--- config.mk ---
export PLATFORM = sky130hd
export DESIGN_NAME = task_step_sequencer
export DESIGN_NICKNAME = d
export VERILOG_FILES = /design/src/rtl/task_seq_pkg.sv /design/src/rtl/task_timeout_counter.sv /design/src/rtl/task_step_sequencer.sv
export SDC_FILE = /design/constraint.sdc
export NUM_CORES = 1
export LEC_CHECK = 0
export BUFFER_PORTS_ARGS = -buffer_cell sky130_fd_sc_hd__clkbuf_2
export CORE_ASPECT_RATIO = 2
export CORE_MARGIN = 8
export CORE_UTILIZATION = 40
export DETAILED_ROUTE_END_ITERATION = 7
export GPL_TIMING_DRIVEN = 0
export PLACE_DENSITY = 0.69
export SLEW_MARGIN = 25
export SYNTH_ARGS = -nofsm -noshare
export SYNTH_HDL_FRONTEND = slang
export SYNTH_HIERARCHICAL = 1
export SYNTH_SLANG_ARGS = --single-unit
export TNS_END_PERCENT = 1
--- constraint.sdc ---
create_clock -name iClk -period 2 [get_ports iClk]
set_input_delay 0.4 -clock iClk [delete_from_list [all_inputs] [get_ports iClk]]
set_output_delay 0.4 -clock iClk [all_outputs]
set_load 0.1 [all_outputs]
--- src/rtl/task_seq_pkg.sv ---
// Shared types and helpers for the task step sequencer.
// Contents: state enum, default parameter values, index-width helper.
package task_seq_pkg;

  localparam int unsigned DEF_N_TASKS    = 6;
  localparam int unsigned DEF_LOOP_FIRST = 3;
  localparam int unsigned DEF_LOOP_LAST  = 4;
  localparam int unsigned DEF_LOOP_CNT_W = 16;
  localparam int unsigned DEF_TIMEOUT_W  = 24;

  typedef enum logic [2:0] {
    IDLE  = 3'd0,
    ISSUE = 3'd1,
    WAIT  = 3'd2,
    NEXT  = 3'd3,
    DONE  = 3'd4,
    ERR   = 3'd5
  } state_e;

  // Bits needed to index n items; never less than 1.
  function automatic int unsigned clog2(input int unsigned n);
    int unsigned r;
    r = 0;
    while ((32'd1 << r) < n) r++;
    return (r == 0) ? 1 : r;
  endfunction

endpackage

--- src/rtl/task_timeout_counter.sv ---
// Per-task watchdog used by task_step_sequencer when TASK_SEQ_TIMEOUT_EN is defined.
// Ports:
//   i_clk, i_rst    clock, synchronous active-high reset
//   i_clear         restart the count (asserted while a task is being issued)
//   i_run           count this cycle (asserted while waiting for done)
//   i_limit         cycle limit, 0 = unlimited
//   o_expired_c     combinational: this is the limit-th waiting cycle
// The module body exists only when TASK_SEQ_TIMEOUT_EN is defined.
`ifdef TASK_SEQ_TIMEOUT_EN
module task_timeout_counter #(
  parameter int unsigned W = 24
) (
  input  logic         i_clk,
  input  logic         i_rst,
  input  logic         i_clear,
  input  logic         i_run,
  input  logic [W-1:0] i_limit,
  output logic         o_expired_c
);

  logic [W-1:0] r_cnt;

  // Counts waiting cycles already elapsed; holds at all-ones instead of wrapping.
  always_ff @(posedge i_clk) begin
    if (i_rst || i_clear) begin
      r_cnt <= '0;
    end else if (i_run && (r_cnt != '1)) begin
      r_cnt <= r_cnt + W'(1);
    end
  end

  // r_cnt excludes the current cycle, so compare against limit-1.
  assign o_expired_c = i_run && (i_limit != '0) && (r_cnt == (i_limit - W'(1)));

endmodule
`endif

--- src/rtl/task_step_sequencer.sv ---
// Drives N_TASKS sub-blocks through an en/done handshake in ascending index order,
// repeating the window [LOOP_FIRST..LOOP_LAST] until iLoopExit is seen at its end.
// Optional feature macro: TASK_SEQ_TIMEOUT_EN (per-task timeout -> ERR state).
// Ports:
//   iClk, iRst   clock, synchronous active-high reset
//   iStart       start pulse (honoured in IDLE/DONE/ERR)
//   iAbort       return to IDLE next cycle, overrides everything
//   iSkipMask    per-task skip bits, latched at start
//   iLoopExit    leave the loop window when sampled at its last task
//   iTimeout     per-task cycle limit latched at start (0 = none)
//   iTaskDone    done levels; only the current task's bit is looked at
//   oTaskEn      one-hot-or-zero enable of the current task
//   oCurTask     current task index
//   oLoopCnt     completed loop iterations, saturating
//   oBusy/oDone/oErr  state flags; oErrTask = task that timed out
module task_step_sequencer
  import task_seq_pkg::*;
#(
  parameter int unsigned N_TASKS    = DEF_N_TASKS,
  parameter int unsigned LOOP_FIRST = DEF_LOOP_FIRST,
  parameter int unsigned LOOP_LAST  = DEF_LOOP_LAST,
  parameter int unsigned LOOP_CNT_W = DEF_LOOP_CNT_W,
  parameter int unsigned TIMEOUT_W  = DEF_TIMEOUT_W
) (
  input  logic                         iClk,
  input  logic                         iRst,
  input  logic                         iStart,
  input  logic                         iAbort,
  input  logic [N_TASKS-1:0]           iSkipMask,
  input  logic                         iLoopExit,
  input  logic [TIMEOUT_W-1:0]         iTimeout,
  input  logic [N_TASKS-1:0]           iTaskDone,
  output logic [N_TASKS-1:0]           oTaskEn,
  output logic [clog2(N_TASKS)-1:0]    oCurTask,
  output logic [LOOP_CNT_W-1:0]        oLoopCnt,
  output logic                         oBusy,
  output logic                         oDone,
  output logic                         oErr,
  output logic [clog2(N_TASKS)-1:0]    oErrTask
);

  localparam int unsigned IDX_W = clog2(N_TASKS);
  localparam logic [IDX_W-1:0] LAST_IDX = IDX_W'(N_TASKS - 1);
  localparam logic [IDX_W-1:0] LOOP_F   = IDX_W'(LOOP_FIRST);
  localparam logic [IDX_W-1:0] LOOP_L   = IDX_W'(LOOP_LAST);

  state_e                r_state, w_state_nxt;
  logic [IDX_W-1:0]      r_cur, w_cur_nxt;
  logic [LOOP_CNT_W-1:0] r_loop_cnt, w_loop_cnt_nxt;
  logic [N_TASKS-1:0]    r_skip, w_skip_nxt;
  logic [N_TASKS-1:0]    r_task_en, w_task_en_nxt;
  logic [IDX_W-1:0]      r_err_task, w_err_task_nxt;
  logic                  r_busy, w_busy_nxt;
  logic                  r_done, w_done_nxt;
  logic                  r_err, w_err_nxt;

  logic w_idle_like;
  logic w_start_ok;
  logic w_cur_done;
  logic w_cur_skip;
  logic w_timeout;

  assign w_idle_like = (r_state == IDLE) || (r_state == DONE) || (r_state == ERR);
  assign w_start_ok  = iStart && !iAbort && w_idle_like;
  assign w_cur_done  = iTaskDone[r_cur];
  assign w_cur_skip  = r_skip[r_cur];

`ifdef TASK_SEQ_TIMEOUT_EN
  logic [TIMEOUT_W-1:0] r_limit;
  logic                 w_clear;
  logic                 w_run;
  logic                 w_expired;

  assign w_clear = (r_state == ISSUE);
  assign w_run   = (r_state == WAIT);

  // Limit is frozen for the whole run.
  always_ff @(posedge iClk) begin
    if (iRst) begin
      r_limit <= '0;
    end else if (w_start_ok) begin
      r_limit <= iTimeout;
    end
  end

  task_timeout_counter #(
    .W (TIMEOUT_W)
  ) u_timeout (
    .i_clk       (iClk),
    .i_rst       (iRst),
    .i_clear     (w_clear),
    .i_run       (w_run),
    .i_limit     (r_limit),
    .o_expired_c (w_expired)
  );

  assign w_timeout = w_expired;
`else
  logic w_unused_timeout;
  assign w_unused_timeout = ^iTimeout;
  assign w_timeout        = 1'b0;
`endif

  // State and output registers.
  always_ff @(posedge iClk) begin
    if (iRst) begin
      r_state    <= IDLE;
      r_cur      <= '0;
      r_loop_cnt <= '0;
      r_skip     <= '0;
      r_task_en  <= '0;
      r_err_task <= '0;
      r_busy     <= 1'b0;
      r_done     <= 1'b0;
      r_err      <= 1'b0;
    end else begin
      r_state    <= w_state_nxt;
      r_cur      <= w_cur_nxt;
      r_loop_cnt <= w_loop_cnt_nxt;
      r_skip     <= w_skip_nxt;
      r_task_en  <= w_task_en_nxt;
      r_err_task <= w_err_task_nxt;
      r_busy     <= w_busy_nxt;
      r_done     <= w_done_nxt;
      r_err      <= w_err_nxt;
    end
  end

  // Next-state logic.
  always_comb begin
    w_state_nxt = r_state;
    if (iAbort) begin
      w_state_nxt = IDLE;
    end else begin
      case (r_state)
        IDLE, DONE, ERR: if (iStart) w_state_nxt = ISSUE;
        ISSUE:           w_state_nxt = w_cur_skip ? NEXT : WAIT;
        WAIT: begin
          // Done takes priority over a timeout in the same cycle.
          if (w_cur_done)     w_state_nxt = NEXT;
          else if (w_timeout) w_state_nxt = ERR;
        end
        NEXT: begin
          if ((r_cur == LOOP_L) && !iLoopExit) w_state_nxt = ISSUE;
          else if (r_cur == LAST_IDX)          w_state_nxt = DONE;
          else                                 w_state_nxt = ISSUE;
        end
        default:         w_state_nxt = IDLE;
      endcase
    end
  end

  // Next values of the registered outputs and run context.
  always_comb begin
    w_cur_nxt      = r_cur;
    w_loop_cnt_nxt = r_loop_cnt;
    w_skip_nxt     = r_skip;
    w_task_en_nxt  = r_task_en;
    w_err_task_nxt = r_err_task;
    if (iAbort) begin
      // Index, loop count and error task stay visible for debug.
      w_task_en_nxt = '0;
    end else begin
      case (r_state)
        IDLE, DONE, ERR: begin
          w_task_en_nxt = '0;
          if (iStart) begin
            w_cur_nxt      = '0;
            w_loop_cnt_nxt = '0;
            w_skip_nxt     = iSkipMask;
          end
        end
        ISSUE: begin
          if (!w_cur_skip) w_task_en_nxt = N_TASKS'(1) << r_cur;
        end
        WAIT: begin
          if (w_cur_done) begin
            w_task_en_nxt = '0;
          end else if (w_timeout) begin
            w_task_en_nxt  = '0;
            w_err_task_nxt = r_cur;
          end
        end
        NEXT: begin
          // Every pass through the window's last slot counts, exit or not.
          if ((r_cur == LOOP_L) && (r_loop_cnt != '1)) begin
            w_loop_cnt_nxt = r_loop_cnt + LOOP_CNT_W'(1);
          end
          if ((r_cur == LOOP_L) && !iLoopExit) w_cur_nxt = LOOP_F;
          else if (r_cur != LAST_IDX)          w_cur_nxt = r_cur + IDX_W'(1);
        end
        default: w_task_en_nxt = '0;
      endcase
    end
    w_busy_nxt = (w_state_nxt == ISSUE) || (w_state_nxt == WAIT) || (w_state_nxt == NEXT);
    w_done_nxt = (w_state_nxt == DONE);
    w_err_nxt  = (w_state_nxt == ERR);
  end

  assign oTaskEn  = r_task_en;
  assign oCurTask = r_cur;
  assign oLoopCnt = r_loop_cnt;
  assign oBusy    = r_busy;
  assign oDone    = r_done;
  assign oErr     = r_err;
  assign oErrTask = r_err_task;

endmodule

==> results.toml, run 1 <==
[logic_synthesis]
synth_top_area_share_pct = 37.7
synth.most_common_cell = "dfxtp_1"
synth.distinct_cells = 43
avgSynthCellArea_um2 = 8.54
synth-main-ff-cell = "dfxtp_1"
syn_inst = 230
synth-compound-area-share_pct = 13.8
synth_adder_area_share_pct = 3.82
synth_mux_area_share_pct = 9.30
synth_area_leader_cell = "dfxtp_1"
synth_top_family_by_area = "simple AND/OR/NAND/NOR gates"
synth_area_leaders = "dfxtp_1 (38%), mux2i_1 (8.2%), nand2_1 (5.0%), nor2_1 (4.2%), nand3_1 (4.1%)"
netlist_area_um2 = 1960
synth_warnings = 6
yosys.area_share.simple_pct = 27.3
ys_top_cells_by_count = "dfxtp_1 (37), nand2_1 (26), nor2_1 (22), mux2i_1 (16), nand3_1 (16)"
synth_xor_area_share_pct = 3.12
synth-async-reset-ratio_pct = 0
ys_ff_latch = 37
yosysSeqAreaShare_pct = 37.7
synth-edff-count = 0

[timing]
fin_ws_ns = -0.0256
setup_viol = 2
clock_skew_ns = 0.00703
rsz0062_at_grt = "true"
fin_crit_ns = 2.03
finalCritPeriodShare_pct = 101
drv_slew = 0
hold_viol = 0
worst_pin_slew_ns = 0.562
max-slew-margin-rel_pct = 62.2
max_freq_mhz = 494
finalSetupTns_ns = -0.0363

[route]
num_vias = 1874
wirelength_um = 4940
route.detailed.drc = 0
drtPass1Iterations = 4
wire_per_inst_um = 14.0
drt-initial-drc-count = 86
vias_per_cell = 5.31
ant_nets = 0

[critical_path]
max_stage_delay_ns = 0.58
critPathSlowestCell = "or4b_4"
crit_type = "reg -> reg"
cp-start-kind = "flop"
worstPathCellList = "inv_4 > ha_4 > nand3b_1 > a2bb2oi_4 > or4b_4 > or3_1 > a21oi_1"
worstPathArrival_ns = 2.24
critPathRequiredTime_ns = 2.21
endpoint_kind = "flop"
worstPathMaxFanout = 7

[floorplan]
core_um2 = 4820
die_y_um = 115
num_rows = 36
top_level_ports = 72
die_area_um2 = 7550
fp.dieW_um = 65.6
start_util_pct = 40.8

[layout]
diodes = 0
stdcell_count = 353
drive_above_1_share_pct = 36.8
final_area_um2 = 2580
nNetsFinal = 342
area_growth_pct = 31.3

[run_status]
violations = "setup timing"
status = "finished with violations"

[grt]
grt.overflow.total = 0
grt_pass1_wl_um = 7950
grt_util_all_layers_pct = 13.3
antenna_found_initial = 0
grt_max_degree = 12
first_global_vias = 1852

[pwr]
vdd_ir_drop_max_mv = 0.527
power_leakage_nw = 1.04
p_per_area_nw_per_um2 = 573

[clock_network]
clock-sinks = 37
cts_inserted_buffers = 5
insertion_delay_ns = 0.28
clkTransAtPathRegs_ns = 0.07
ctsLongestPathBuffers = 2
cts-root-buf = "clkbuf_8"
cts_tree = "built"
cts_htree_levels = 2

[place]
gp_congestion = 0.839
post_dp_cell_area_um2 = 2340
dp.cells = 333
dp_hpwl_um = 3850
io_buffer_count = 44

[run]
max-cap-violations = 0

[worst_hold_path]
hold_path.class = "in -> reg"
==> per-layer routing <==
metal	routed length, um	vias up	global-route usage, %
met5	0	-	0
met4	133	0	7.77
met3	287	12	3.12
met2	2690	61	25.2
met1	1830	858	12.0
li1	-	943	-
==> what timing repair did <==
action | 4_1_cts | 5_1_grt
hold buffers | 0 | 0
setup endpoints to repair | 18 | 25
gates resized for setup | 5 | 10
pin swaps | 2 | 7
setup buffers | 0 | 13
==> through the flow <==
| step | power [W] | hold WS [ns] | worst slack [ns] | util [%] |
|---|---|---|---|---|
| floorplan | 0.000868 | 0.430 | -0.164 | - |
| global placement | 0.000905 | 0.443 | -0.234 | 48.5 |
| detailed placement | 0.000907 | 0.448 | -0.263 | 48.5 |
| CTS | 0.00148 | 0.324 | -0.115 | 50.9 |
| global route | 0.00154 | 0.344 | -0.0952 | 53.5 |
| finish | 0.00148 | 0.334 | -0.0256 | 53.5 |
==> power by group <==
part,internal [W],leakage [nW],switching [W]
Combinational,0.0000554,0.671,0.000107
Clock,0.000312,0.0542,0.000261
Sequential,0.000739,0.310,0.00000386
==> cells by family after synthesis <==
group	after synthesis
AO/OA/AOI/OAI	39
XOR/XNOR	7
adder cells (fa/ha/maj)	6
buffers and inverters	19
flip-flops	37
multiplexers	18
other	1
AND/OR/NAND/NOR	103
==> worst paths after layout <==
check	startpoint	slack, ns	endpoint	cells past startpoint
hold reg to reg	r_skip[5]$_SDFFE_PP0P_	0.46	r_skip[5]$_SDFFE_PP0P_	2
hold / removal	iRst	0.33	r_skip[5]$_SDFFE_PP0P_	2
setup / recovery	oCurTask[1]$_SDFFE_PP0P_	-0.03	oLoopCnt[14]$_SDFFE_PP0P_	7
setup reg to reg	oCurTask[1]$_SDFFE_PP0P_	-0.03	oLoopCnt[14]$_SDFFE_PP0P_	7
==> critical path: cells and delay by family (launching register included) <==
family	cells	cell delay, ns
AO/OA/AOI/OAI	2	0.30
flip-flops	1	0.38
AND/OR/NAND/NOR	3	1.06
adder cells (fa/ha/maj)	1	0.14
buffers and inverters	1	0.07
==> sequential cells by signal, indices dropped and copies added, names as in the netlist <==
signal / flops
r_skip: 6
oCurTask: 3
oLoopCnt: 16
oDone: 1
oErr: 1
r_state: 3
oBusy: 1
oTaskEn: 6
==> placed cells by master (no fill, tap or decap), drive strengths merged, types with 3 or more instances in the layout <==
| cell type | instances |
|---|---|
| a211oi | 3 |
| xnor2 | 7 |
| nand2b | 6 |
| dfxtp | 37 |
| nor2 | 22 |
| nor2b | 4 |
| nand2 | 26 |
| o21bai | 3 |
| buf | 16 |
| o21ai | 7 |
| or3 | 8 |
| clkbuf | 56 |
| a21oi | 15 |
| nor3 | 6 |
| inv | 9 |
| a2111oi | 5 |
| ha | 6 |
| conb | 3 |
| nand3 | 16 |
| mux2i | 16 |
==> final cells by class <==
cell class / count / area, um^2
buffer: 9 / 58.8
clock buffer: 7 / 96.3
fill: 481 / 2240
clock inverter: 1 / 5.00
inverter: 9 / 41.3
tap: 57 / 71.3
timing repair buffer: 57 / 323
multi-input combinational: 176 / 1210
sequential: 37 / 777
Note: power is estimated with default switching activity, not from simulation.
==> inputs of run 2 (changes only) <==
GPL_TIMING_DRIVEN = unset   (was 0)
==> results.toml, run 2 (same netlist as run 1, synthesis figures left out) <==
[clock_network]
cts_inserted_buffers = 5
cts-root-buf = "clkbuf_8"
cts_htree_levels = 2
cts_tree = "built"
cts_hold_buffers = 0
ctsLongestPathBuffers = 2
clkTransAtPathRegs_ns = 0.07
insertion_delay_ns = 0.30
clock-sinks = 37

[timing]
finalCritPeriodShare_pct = 96.4
rsz0062_at_grt = "true"
drv_slew = 0
hold_viol = 0
clock_skew_ns = 0.0131
max_freq_mhz = 519
fin_crit_ns = 1.93
worst_pin_slew_ns = 0.747
fin_ws_ns = 0.0720
setup_viol = 0
max-slew-margin-rel_pct = 50.1

[critical_path]
worst-r2r-cell-count = 7
rr_endpoint = "oBusy$_SDFF_PP0_"
rr_startpoint = "oCurTask[1]$_SDFFE_PP0P_"
worstPathMaxFanout = 7
worstPathCellList = "buf_4 > mux2i_1 > or4_1 > a31oi_1 > nor3_2 > a2111oi_2 > buf_4"
regToRegSetupSlack_ns = 0.07
max_stage_delay_ns = 0.42
worstPathArrival_ns = 2.17
critPathRequiredTime_ns = 2.24
crit_start = "oCurTask[1]$_SDFFE_PP0P_"
crit_path_frequent_cell = "buf_4"
critPathSlowestCell = "or4_1"
endpoint_kind = "flop"
crit_type = "reg -> reg"
cp-start-kind = "flop"

[layout]
final_common_cell = "clkbuf_2"
nNetsFinal = 346
layout_common_cells = "clkbuf_2 (44), nand2_1 (26), buf_4 (26), nor2_1 (21), dfxtp_1 (17)"
area_growth_pct = 31.6
drive_above_1_share_pct = 38.0
largest_reg_flops = 16
diodes = 0
final_util_pct = 53.6
stdcell_count = 357

[floorplan]
core_um2 = 4820
fp.dieW_um = 65.6
start_util_pct = 40.8
die_y_um = 115
num_rows = 36
die_area_um2 = 7550
top_level_ports = 72

[grt]
grt_util_all_layers_pct = 14.2
grt_max_degree = 14
grt_pass1_wl_um = 8490
first_global_vias = 1931
grt.overflow.total = 0
antenna_found_initial = 0

[worst_hold_path]
min_from = "iSkipMask[5]"
worstHoldEndpoint = "r_skip[5]$_SDFFE_PP0P_"
hold_path.class = "in -> reg"
hold_depth = 3

[route]
vias_per_cell = 5.29
drt-initial-drc-count = 84
num_vias = 1890
route.detailed.drc = 0
ant_nets = 0
drtPass1Iterations = 4
wirelength_um = 5030
wire_per_inst_um = 14.1

[pwr]
power_leakage_nw = 1.00
vdd_ir_drop_max_mv = 0.439
p_per_area_nw_per_um2 = 551
total_power_w = 0.00142

[place]
place_ws_ns = -0.127
gp_congestion = 0.842
dp_hpwl_um = 4050
io_buffer_count = 44
dp.cells = 349

[run_status]
status = "completed"

[run]
max-cap-violations = 0
==> run 2: changes by cell type in the layout (fill, tap and decap cells not counted), sizes merged <==
cell / previous run / this run
buf: 16 / 26
inv: 9 / 10
clkbuf: 56 / 49
clkinv: 1 / 2
dlymetal6s2s: 1 / 0
==> run 2: cell type report <==
cell class                 count  area, um^2
inverter                       9        36.3
multi-input combinational    176        1200
clock inverter                 3        16.3
timing repair buffer          70         415
fill                         473        2230
sequential                    37         778
clock buffer                   5        68.8
tap                           57        71.3
==> run 2: how the worst max path moves through the flow <==
stage | endpoint | slack (ns) | cells after the start
detailed placement | oBusy$_SDFF_PP0_ | -0.13 | 7
floorplan | oLoopCnt[10]$_SDFFE_PP0P_ | -0.16 | 8
finish | oBusy$_SDFF_PP0_ | 0.07 | 7
global placement | oBusy$_SDFF_PP0_ | -0.14 | 7
CTS | oLoopCnt[14]$_SDFFE_PP0P_ | 0.03 | 7
global route | oLoopCnt[9]$_SDFFE_PP0P_ | -0.04 | 6
==> run 2: stage by stage <==
step | area, um^2 | hold slack [ns] | TNS [ns]
2_1_floorplan | 2050 | 0.430 | -0.749
3_3_place_gp | 2470 | 0.443 | -0.375
3_5_place_dp | 2470 | 0.448 | -0.437
4_1_cts | 2560 | 0.330 | 0
5_1_grt | 2580 | 0.336 | -0.0676
6_report | 2580 | 0.337 | 0
==> run 2: timing repair <==
item	4_1_cts	5_1_grt
pin swaps	0	3
setup endpoints to repair	1	10
setup buffers	0	0
resized for setup	2	6
==> run 2: critical path, delay by kind of cell (launching register included) <==
| kind | cells | cell delay (ns) |
|---|---|---|
| AOI/OAI and AO/OA | 2 | 0.56 |
| muxes | 1 | 0.11 |
| and+or+nand+nor | 2 | 0.51 |
| DFF | 1 | 0.36 |
| buffers and inverters | 2 | 0.33 |
==> run 2: layer usage <==
metal  GRT usage (%)  vias up  wire (um)
li1                -      947          -
met1            13.1      883       1900
met2            26.2       48       2720
met3            3.80       12        254
met4            9.24        0        153
met5               0        -          0
==> run 2: power breakdown <==
part / leakage (nW) / internal [W] / switching, W / total, W
sequential: 0.311 / 0.000739 / 0.00000732 / 0.000746
combinational: 0.641 / 0.0000579 / 0.000104 / 0.000162
clock: 0.0482 / 0.000241 / 0.000275 / 0.000516
total: 1.00 / 0.00104 / 0.000386 / 0.00142
